--- src/rtl/seq_divider_pkg.sv ---
// -----------------------------------------------------------------------------
// seq_divider_pkg
// Shared definitions for the sequential restoring divider:
//   - FSM state encoding (2-bit): IDLE, RUN, ZERO, DONE
//   - default operand widths
//   - helper for the divide-by-zero quotient pattern
// No ports; imported by seq_divider and div_step.
// -----------------------------------------------------------------------------
package seq_divider_pkg;

    // Default widths: dividend/quotient match the register/ALU path,
    // divisor/remainder match the switch operand.
    localparam int DEF_DIVIDEND_W = 8;
    localparam int DEF_DIVISOR_W  = 4;

    typedef enum logic [1:0] {
        IDLE = 2'd0,
        RUN  = 2'd1,
        ZERO = 2'd2,
        DONE = 2'd3
    } div_state_t;

    // Quotient reported for a zero divisor (all ones, 8'hFF at the default width).
    localparam logic [DEF_DIVIDEND_W-1:0] DIV_ZERO_QUOTIENT = '1;

endpackage : seq_divider_pkg

--- src/rtl/seq_divider_div_step.sv ---
// -----------------------------------------------------------------------------
// div_step
// One combinational restoring-division step.
// The partial remainder is shifted left with the next dividend bit entering
// at the bottom; the divisor is then trial-subtracted with a ripple-carry
// adder (shifted + ~divisor + 1). The adder carry-out is the quotient bit:
// set means shifted >= divisor and the difference is kept, clear means the
// shifted value is restored.
//
// Ports:
//   p_in         in   DIVISOR_W+1  current partial remainder
//   dividend_bit in   1            next dividend bit (MSB first)
//   divisor      in   DIVISOR_W    non-zero divisor
//   p_out        out  DIVISOR_W+1  next partial remainder
//   q_bit        out  1            quotient bit produced by this step
// -----------------------------------------------------------------------------
module div_step
    import seq_divider_pkg::*;
#(
    parameter int DIVISOR_W = DEF_DIVISOR_W
) (
    input  logic [DIVISOR_W:0]   p_in,
    input  logic                 dividend_bit,
    input  logic [DIVISOR_W-1:0] divisor,
    output logic [DIVISOR_W:0]   p_out,
    output logic                 q_bit
);

    localparam int P_W = DIVISOR_W + 1;

    logic [P_W-1:0] shifted;
    logic [P_W-1:0] divisor_inv;
    logic [P_W-1:0] diff;
    logic [P_W:0]   carry;

    // The partial remainder is always below the divisor, so its top bit is
    // zero on entry and the shift never loses information.
    logic unused_p_msb;
    assign unused_p_msb = p_in[P_W-1];

    assign shifted     = {p_in[P_W-2:0], dividend_bit};
    assign divisor_inv = ~{1'b0, divisor};

    always_comb begin
        carry    = '0;
        diff     = '0;
        carry[0] = 1'b1;
        for (int i = 0; i < P_W; i++) begin
            diff[i]    = shifted[i] ^ divisor_inv[i] ^ carry[i];
            carry[i+1] = (shifted[i] & divisor_inv[i]) |
                         (carry[i] & (shifted[i] ^ divisor_inv[i]));
        end
    end

    assign q_bit = carry[P_W];
    assign p_out = q_bit ? diff : shifted;

endmodule : div_step

--- src/rtl/seq_divider.sv ---
// -----------------------------------------------------------------------------
// seq_divider
// Multi-cycle unsigned restoring divider (inverse of the ALU multiply).
// A start in IDLE latches the operands; a non-zero divisor runs DIVIDEND_W
// restoring steps (one per clock) and a zero divisor takes a short fixed path
// that reports quotient all-ones with div_by_zero set. done pulses for one
// cycle in DONE; results stay registered until the next result load.
//
// Ports:
//   clk          in   1           system clock, rising edge
//   reset        in   1           asynchronous, active-high reset
//   start        in   1           request a division, sampled only in IDLE
//   dividend     in   DIVIDEND_W  numerator, captured on the accepting edge
//   divisor      in   DIVISOR_W   denominator, captured on the accepting edge
//   busy         out  1           high whenever the state is not IDLE
//   done         out  1           one-cycle pulse, results valid
//   quotient     out  DIVIDEND_W  registered quotient
//   remainder    out  DIVISOR_W   registered remainder
//   div_by_zero  out  1           registered flag for the last operation
// -----------------------------------------------------------------------------
module seq_divider
    import seq_divider_pkg::*;
#(
    parameter int DIVIDEND_W = DEF_DIVIDEND_W,
    parameter int DIVISOR_W  = DEF_DIVISOR_W
) (
    input  logic                  clk,
    input  logic                  reset,
    input  logic                  start,
    input  logic [DIVIDEND_W-1:0] dividend,
    input  logic [DIVISOR_W-1:0]  divisor,
    output logic                  busy,
    output logic                  done,
    output logic [DIVIDEND_W-1:0] quotient,
    output logic [DIVISOR_W-1:0]  remainder,
    output logic                  div_by_zero
);

    localparam int CNT_W = $clog2(DIVIDEND_W + 1);
    localparam int P_W   = DIVISOR_W + 1;

    localparam logic [CNT_W-1:0] CNT_ONE  = CNT_W'(1);
    localparam logic [CNT_W-1:0] CNT_LOAD = CNT_W'(DIVIDEND_W);

    div_state_t state;
    div_state_t state_next;

    logic [CNT_W-1:0]      count;
    logic [P_W-1:0]        part_rem;
    // Dividend bits leave at the top while quotient bits enter at the bottom;
    // after DIVIDEND_W steps the register holds the complete quotient.
    logic [DIVIDEND_W-1:0] dq;
    logic [DIVISOR_W-1:0]  dvsr;

    logic [P_W-1:0]        p_next;
    logic                  q_bit;
    logic                  accept;
    logic                  last_step;

    assign accept    = (state == IDLE) && start;
    assign last_step = (state == RUN) && (count == CNT_ONE);

    div_step #(
        .DIVISOR_W (DIVISOR_W)
    ) u_step (
        .p_in         (part_rem),
        .dividend_bit (dq[DIVIDEND_W-1]),
        .divisor      (dvsr),
        .p_out        (p_next),
        .q_bit        (q_bit)
    );

    // FSM state register.
    always_ff @(posedge clk or posedge reset) begin
        if (reset) begin
            state <= IDLE;
        end else begin
            state <= state_next;
        end
    end

    // Next-state and status outputs.
    always_comb begin
        state_next = state;
        busy       = 1'b1;
        done       = 1'b0;
        case (state)
            IDLE: begin
                busy = 1'b0;
                if (start) begin
                    state_next = (divisor == '0) ? ZERO : RUN;
                end
            end
            RUN: begin
                if (count == CNT_ONE) begin
                    state_next = DONE;
                end
            end
            // The counter holds one extra wait edge so the zero path
            // finishes two edges after acceptance.
            ZERO: begin
                if (count == '0) begin
                    state_next = DONE;
                end
            end
            DONE: begin
                done       = 1'b1;
                state_next = IDLE;
            end
            default: begin
                state_next = IDLE;
            end
        endcase
    end

    // Working registers: operands, counter, partial remainder.
    always_ff @(posedge clk or posedge reset) begin
        if (reset) begin
            count    <= '0;
            part_rem <= '0;
            dq       <= '0;
            dvsr     <= '0;
        end else begin
            case (state)
                IDLE: begin
                    if (accept) begin
                        dq       <= dividend;
                        dvsr     <= divisor;
                        part_rem <= '0;
                        count    <= (divisor == '0) ? CNT_ONE : CNT_LOAD;
                    end
                end
                RUN: begin
                    dq       <= {dq[DIVIDEND_W-2:0], q_bit};
                    part_rem <= p_next;
                    count    <= count - CNT_ONE;
                end
                ZERO: begin
                    if (count != '0) begin
                        count <= count - CNT_ONE;
                    end
                end
                default: begin
                end
            endcase
        end
    end

    // Result registers change only on a result-load edge.
    always_ff @(posedge clk or posedge reset) begin
        if (reset) begin
            quotient    <= '0;
            remainder   <= '0;
            div_by_zero <= 1'b0;
        end else if (last_step) begin
            quotient    <= {dq[DIVIDEND_W-2:0], q_bit};
            // Final partial remainder is below the divisor, so it fits.
            remainder   <= p_next[DIVISOR_W-1:0];
            div_by_zero <= 1'b0;
        end else if ((state == ZERO) && (count == '0)) begin
            quotient    <= '1;
            remainder   <= '0;
            div_by_zero <= 1'b1;
        end
    end

    // The top partial-remainder bit is zero once a step completes.
    logic unused_p_next_msb;
    assign unused_p_next_msb = p_next[P_W-1];

endmodule : seq_divider

--- config.mk ---
export PLATFORM = sky130hd
export DESIGN_NAME = seq_divider
export DESIGN_NICKNAME = d
export VERILOG_FILES = /design/src/rtl/seq_divider_pkg.sv /design/src/rtl/seq_divider_div_step.sv /design/src/rtl/seq_divider.sv
export SDC_FILE = /design/constraint.sdc
export NUM_CORES = 1
export LEC_CHECK = 0
export BUFFER_PORTS_ARGS = -buffer_cell sky130_fd_sc_hd__buf_2
export CAP_MARGIN = 0
export CORE_MARGIN = 1.5
export CORE_UTILIZATION = 55
export DETAILED_ROUTE_END_ITERATION = 12
export GPL_TIMING_DRIVEN = 0
export PLACE_DENSITY_LB_ADDON = 0.1
export SYNTH_ARGS = -nofsm -noshare
export SYNTH_HDL_FRONTEND = slang
export SYNTH_SLANG_ARGS = --single-unit
--- constraint.sdc ---
create_clock -name clk -period 3.2 [get_ports clk]
set_input_delay 0.48 -clock clk [delete_from_list [all_inputs] [get_ports clk]]
set_output_delay 0.48 -clock clk [all_outputs]
set_load 0.005 [all_outputs]
### Word level (Yosys, flattened, before mapping)

Cells that the tools add are included.

| storage, ports and cells | value |
|---|---|
| bits in registers | 35 |
| word-level logic and storage cells | 78 |

| cells by class | value |
|---|---|
| add/subtract/negate cells | 1 |
| eq/ne operators | 9 |
| muxes and demuxes | 22 |
| bitwise operators | 24 |
| reductions and logical operators | 14 |

Operator list:

| operator | count |
|---|---|
| $mux 4 | 7 |
| $mux 8 | 3 |
| $pmux 8 s2 | 1 |
| $pmux 4 s3 | 1 |
| $and 1x1->1 | 9 |
| $logic_not 4->1 | 2 |
| $mux 2 | 4 |
| $ne 2x2->1 const B | 4 |
| $pmux 2 s4 | 1 |
| $pmux 4 s2 | 1 |
| $xor 1x1->1 | 8 |
| $reduce_and 3->1 | 2 |
| $not 4->5 | 1 |
| $or 1x1->1 | 5 |
| $eq 2x2->1 const B | 2 |
| $eq 4x1->1 const B | 1 |
| $mux 1 | 4 |
| $reduce_and 2->1 | 2 |
| $reduce_bool 2->1 | 2 |
| $reduce_bool 4->1 | 1 |
| $sub 4x1->4 const B | 1 |
| $logic_and 1x1->1 | 3 |
| $reduce_bool 3->1 | 1 |
| $eq 2x1->1 const B | 1 |
| 3 further kinds | 3 |

### Logic depth before layout (Yosys ltp)

| logic depth | value |
|---|---|
| depth after elaboration | 13 |
| gate-level depth with buffers | 9 |
| mapped depth without buffers | 9 |

### Hierarchy

A second synthesis with hierarchy kept.

| second synthesis, totals | value |
|---|---|
| cell total of the unflattened synthesis | 195 |
| area total of the unflattened synthesis | 1924.3 µm² |

Modules (own cells, without submodules):

| module | instances | cells each | area an instance (µm²) | seq. area each (µm²) |
|---|---|---|---|---|
| seq_divider | 1 | 175 | 1765.4 | 900.9 |
| div_step | 1 | 20 | 158.9 | 0.0 |

### Worst setup path after synthesis

OpenSTA, ideal clock, no wires.

| timing path | value |
|---|---|
| path kind | reg2reg |
| from | register dq[7] |
| to | register part_rem[1] |
| data arrival time | 2.345 ns |
| required time | 3.117 ns |
| setup slack | 0.772 ns |
| cell stages (with the launch flop) | 10 |
| buffers on the path | 0 |
| period minus slack after synthesis | 2.428 ns |
| cells stage by stage | dfrtp_1 -> inv_1 -> ha_1 -> fa_1 -> inv_1 -> fa_1 -> fa_1 -> nor2_1 -> mux2_2 -> o21ai_0 |

| on the way | value |
|---|---|
| longest elaborated chain between the ends | 12 |

Ends and longest elaborated chain:

| element | line | source |
|---|---|---|
| start, declared | seq_divider.sv:52 | `logic [DIVIDEND_W-1:0] dq;` |
| start signal, assigned | seq_divider.sv:127 | `dq <= dividend;` |
| start signal, assigned | seq_divider.sv:134 | `dq <= {dq[DIVIDEND_W-2:0], q_bit};` |
| $and 1x1->1 or $xor 1x1->1 (tied branches) | seq_divider_div_step.sv:50, seq_divider_div_step.sv:51 |  |
| $or 1x1->1 (*) | seq_divider_div_step.sv:50 | `carry[i+1] = (shifted[i] & divisor_inv[i]) \|` |
| $and 1x1->1 | seq_divider_div_step.sv:51 | `(carry[i] & (shifted[i] ^ divisor_inv[i]));` |
| $or 1x1->1 | seq_divider_div_step.sv:50 |  |
| $and 1x1->1 | seq_divider_div_step.sv:51 |  |
| $or 1x1->1 | seq_divider_div_step.sv:50 |  |
| $and 1x1->1 | seq_divider_div_step.sv:51 |  |
| $or 1x1->1 | seq_divider_div_step.sv:50 |  |
| $and 1x1->1 | seq_divider_div_step.sv:51 |  |
| $or 1x1->1 | seq_divider_div_step.sv:50 |  |
| $mux 4 (*) | seq_divider_div_step.sv:56 | `assign p_out = q_bit ? diff : shifted;` |
| $pmux 4 s2 (*) | seq_divider.sv:124 | `case (state)` |
| end signal, assigned | seq_divider.sv:135 | `part_rem <= p_next;` |
| end, declared | seq_divider.sv:49 | `logic [P_W-1:0] part_rem;` |

Every way passes the cells marked *; elsewhere a longest branch is shown, timed or not.
A chain may end at the register's enable or synchronous reset.

### Worst setup path in the final report

Ends and elaborated chain as after synthesis.

==> results.txt <==
Status - complete, no violations
DRT iter0 DRCs - 62
Routing usage on met1 - 26.11%
# clock sinks - 35
Largest net degree at the start of global routing - 36
Met3 usage - 6.061%
Slew margin rel. - 52.74%
TritonCTS clock tree - yes
CP max FO - 6
Net Count, Synth - 188
Crit start category - flop
Mean post-synth cell area - 11.07 sq um
Non-Filler Instances - 242
HPWL after detailed placement - 2523 um
CP Class - flop to flop
Number of flops mapped to enable cells by yosys - 0
Antenna diode count - 0
Critical Path AT - 2960 ps
Die area - 3611 sq um
Final nets - 224
Total grt overflow - 0
Die width - 60.10 um
Post-synth top area cell - dfrtp_1
Leak - 0.9752 nW
Top Ports - 30
Final period utilization - 84.68%
WHS - 250.2 ps
TritonCTS buffer count - 5
Max incr delay on CP - 430 ps
Min-Delay Path Class - input port to async pin
Final setup vio count - 0
CP max-delay cell - fa_1
Die Span Y - 60.10 um
Setup TNS - 0 ps
Power Density - 1077 nW/um^2
Seq/Total Area, Yosys - 48.85%
Post-synth ARST share - 100.0%
Layout cell share with drive strength beyond 1 - 24.75%
Synth Instances - 162
Core area - 3078 sq um
Met2 usage - 36.49%
Netlist Area Pre-Place - 1793 sq um
Resize count post-CTS - 0
Routed len/inst - 14.15 um
Slew Viols, Final - 0
Port Buffers - 29
Clock tree buffer depth - 2
# H-tree levels - 2
Max Cap Violations - 0
Ys Warns - 0
Clock Latency Late Sink - 330 ps
Final hold vios - 0
# hold bufs at CTS - 0
Peak Freq - 0.3690 GHz
Initial Utilization - 58.25%
Synth area leaders - dfrtp_1 (49%), mux2i_1 (7.8%), ha_1 (5.6%)
Initial antenna violation count - 0
Final wirelength - 3425 um
Row cnt - 20
Synth Flop Type - dfrtp_1
Pre-Repair DR Iteration Count - 4
Busiest metal layer after global routing - met2
Synth Register Bits - 35
RSZ-0062 raised after global routing - false
Post-synth cell types - 35
Clock slew at reported path FFs - 100 ps
Clock Skew - 6.012 ps
DP Cell Count - 235
Area Overhead vs Synth - 14.31%
DRT antenna net count - 0
First-pass GRT wire length - 5747 um
Setup bufs post-CTS - 0
Via Count - 1306
Setup crit end kind - flop
Crit path time final - 2710 ps
Number of global-route vias before repair - 1293
Vias per cell - 5.397
Least-Margin Pin Slew - 707.9 ps
Critical Path, Cell by Cell - inv_1 -> ha_1 -> fa_1 -> inv_1 -> fa_1 -> fa_1 -> nor2_1 -> mux2_2 -> o21ai_0
Root buf cell - clkbuf_4
Share of the synthesized area in the top cell type - 48.85%
VDD IR max - 0.5963 mV
Critical path's most frequent cell - fa_1
Worst path required time - 3450 ps
Gr usage total - 21.96%
Final weighted congestion in routability-driven placement - 0.8146
DRC - 0
cells in the final DEF (no fill, tap or decap), types with 2 or more instances in the layout:
cell type  instances
a31oi_1            3
ha_1               8
o21ai_0           11
inv_1             18
o22a_1             7
or3b_1             2
mux2_2             8
nand2b_1           3
a211oi_1           2
clkbuf_1           5
nand2_1           12
o22ai_1            5
nor2_1             4
mux2i_1           14
clkbuf_4           5
buf_2             31
a22oi_1            2
dfrtp_1           35
fa_1               3
per-stage QoR:
| step | area (sq um) | setup WS (ps) | power [mW] | util, % |
|---|---|---|---|---|
| final | 2049 | 490.3 | 2.207 | 66.59 |
| after global placement | 1993 | 544.7 | 1.910 | 64.76 |
| after floorplan | 1793 | 772.4 | 1.662 | - |
| after detailed placement | 1993 | 516.8 | 1.982 | 64.76 |
| after CTS | 2049 | 467.4 | 2.230 | 66.59 |
| after global routing | 2049 | 308.0 | 2.417 | 66.59 |
flip-flops by register name, summed over array words and instances, names as in the netlist:
name,cells
state,2
part_rem,4
div_by_zero,1
remainder,4
dq,8
count,4
dvsr,4
quotient,8
cell type report:
type                       count  area, sq um
buffer                         9        45.04
timing repair buffer          29        145.1
fill                         253         1028
multi-input combinational     99        800.8
clock buffer                   6        51.30
inverter                      19        71.32
tap                           44        55.05
clock inverter                 1        5.005
sequential                    35        875.8
cells in the mapped netlist, types with 2 or more instances:
| cell | number |
|---|---|
| a211oi_1 | 2 |
| or3b_1 | 2 |
| a22oi_1 | 2 |
| nand2b_1 | 3 |
| mux2i_1 | 14 |
| nor2_1 | 4 |
| ha_1 | 8 |
| buf_2 | 2 |
| o22ai_1 | 5 |
| inv_1 | 19 |
| dfrtp_1 | 35 |
| o22a_1 | 7 |
| o21ai_0 | 11 |
| clkbuf_1 | 5 |
| fa_1 | 3 |
| a31oi_1 | 3 |
| nand2_1 | 12 |
| mux2_2 | 8 |
worst max-delay path, delay by kind of cell, from the launching register on:
kind | cells | cell delay, ps
adder cells (fa/ha/maj) | 4 | 1140
AND/OR/NAND/NOR | 1 | 420
multiplexers | 1 | 410
flip-flops | 1 | 390
AO/OA/AOI/OAI | 1 | 160
buffers and inverters | 2 | 120
routing by layer:
metal | share of wire, % | wire length [um]
met3 | 3.2 | 109
met4 | 1.9 | 65
met1 | 44 | 1517
met5 | 0 | 0
met2 | 51 | 1734
power breakdown:
part	total [mW]	switching (mW)	internal, mW	leakage, nW
Clock	0.244	0.142	0.102	0.0341
Sequential	0.803	0.153	0.650	0.415
Combinational	1.16	0.600	0.560	0.526
cell families after synthesis:
group	count (synthesis)	synth area share, %
mux	22	12.84
buf+inv	28	6.490
flops	35	48.85
fa+ha+maj	11	8.933
simple gates	29	8.514
compound gates	37	14.38
path summary, 6_finish.rpt:
path	startpoint	to	slack, ps	cells after the start
setup / recovery	dq[7]$_DFFE_PP0P_	part_rem[1]$_DFFE_PP0P_	490	9
min in group clk	divisor[0]	dvsr[0]$_DFFE_PP0P_	380	2
setup reg to reg	dq[7]$_DFFE_PP0P_	part_rem[1]$_DFFE_PP0P_	490	9
hold reg to reg	quotient[7]$_DFFE_PP0P_	quotient[7]$_DFFE_PP0P_	490	1
hold / removal	reset	dq[0]$_DFFE_PP0P_	250	2
max in group asynchronous	reset	quotient[6]$_DFFE_PP0P_	2500	2
Power figures use the tool's default switching activity.
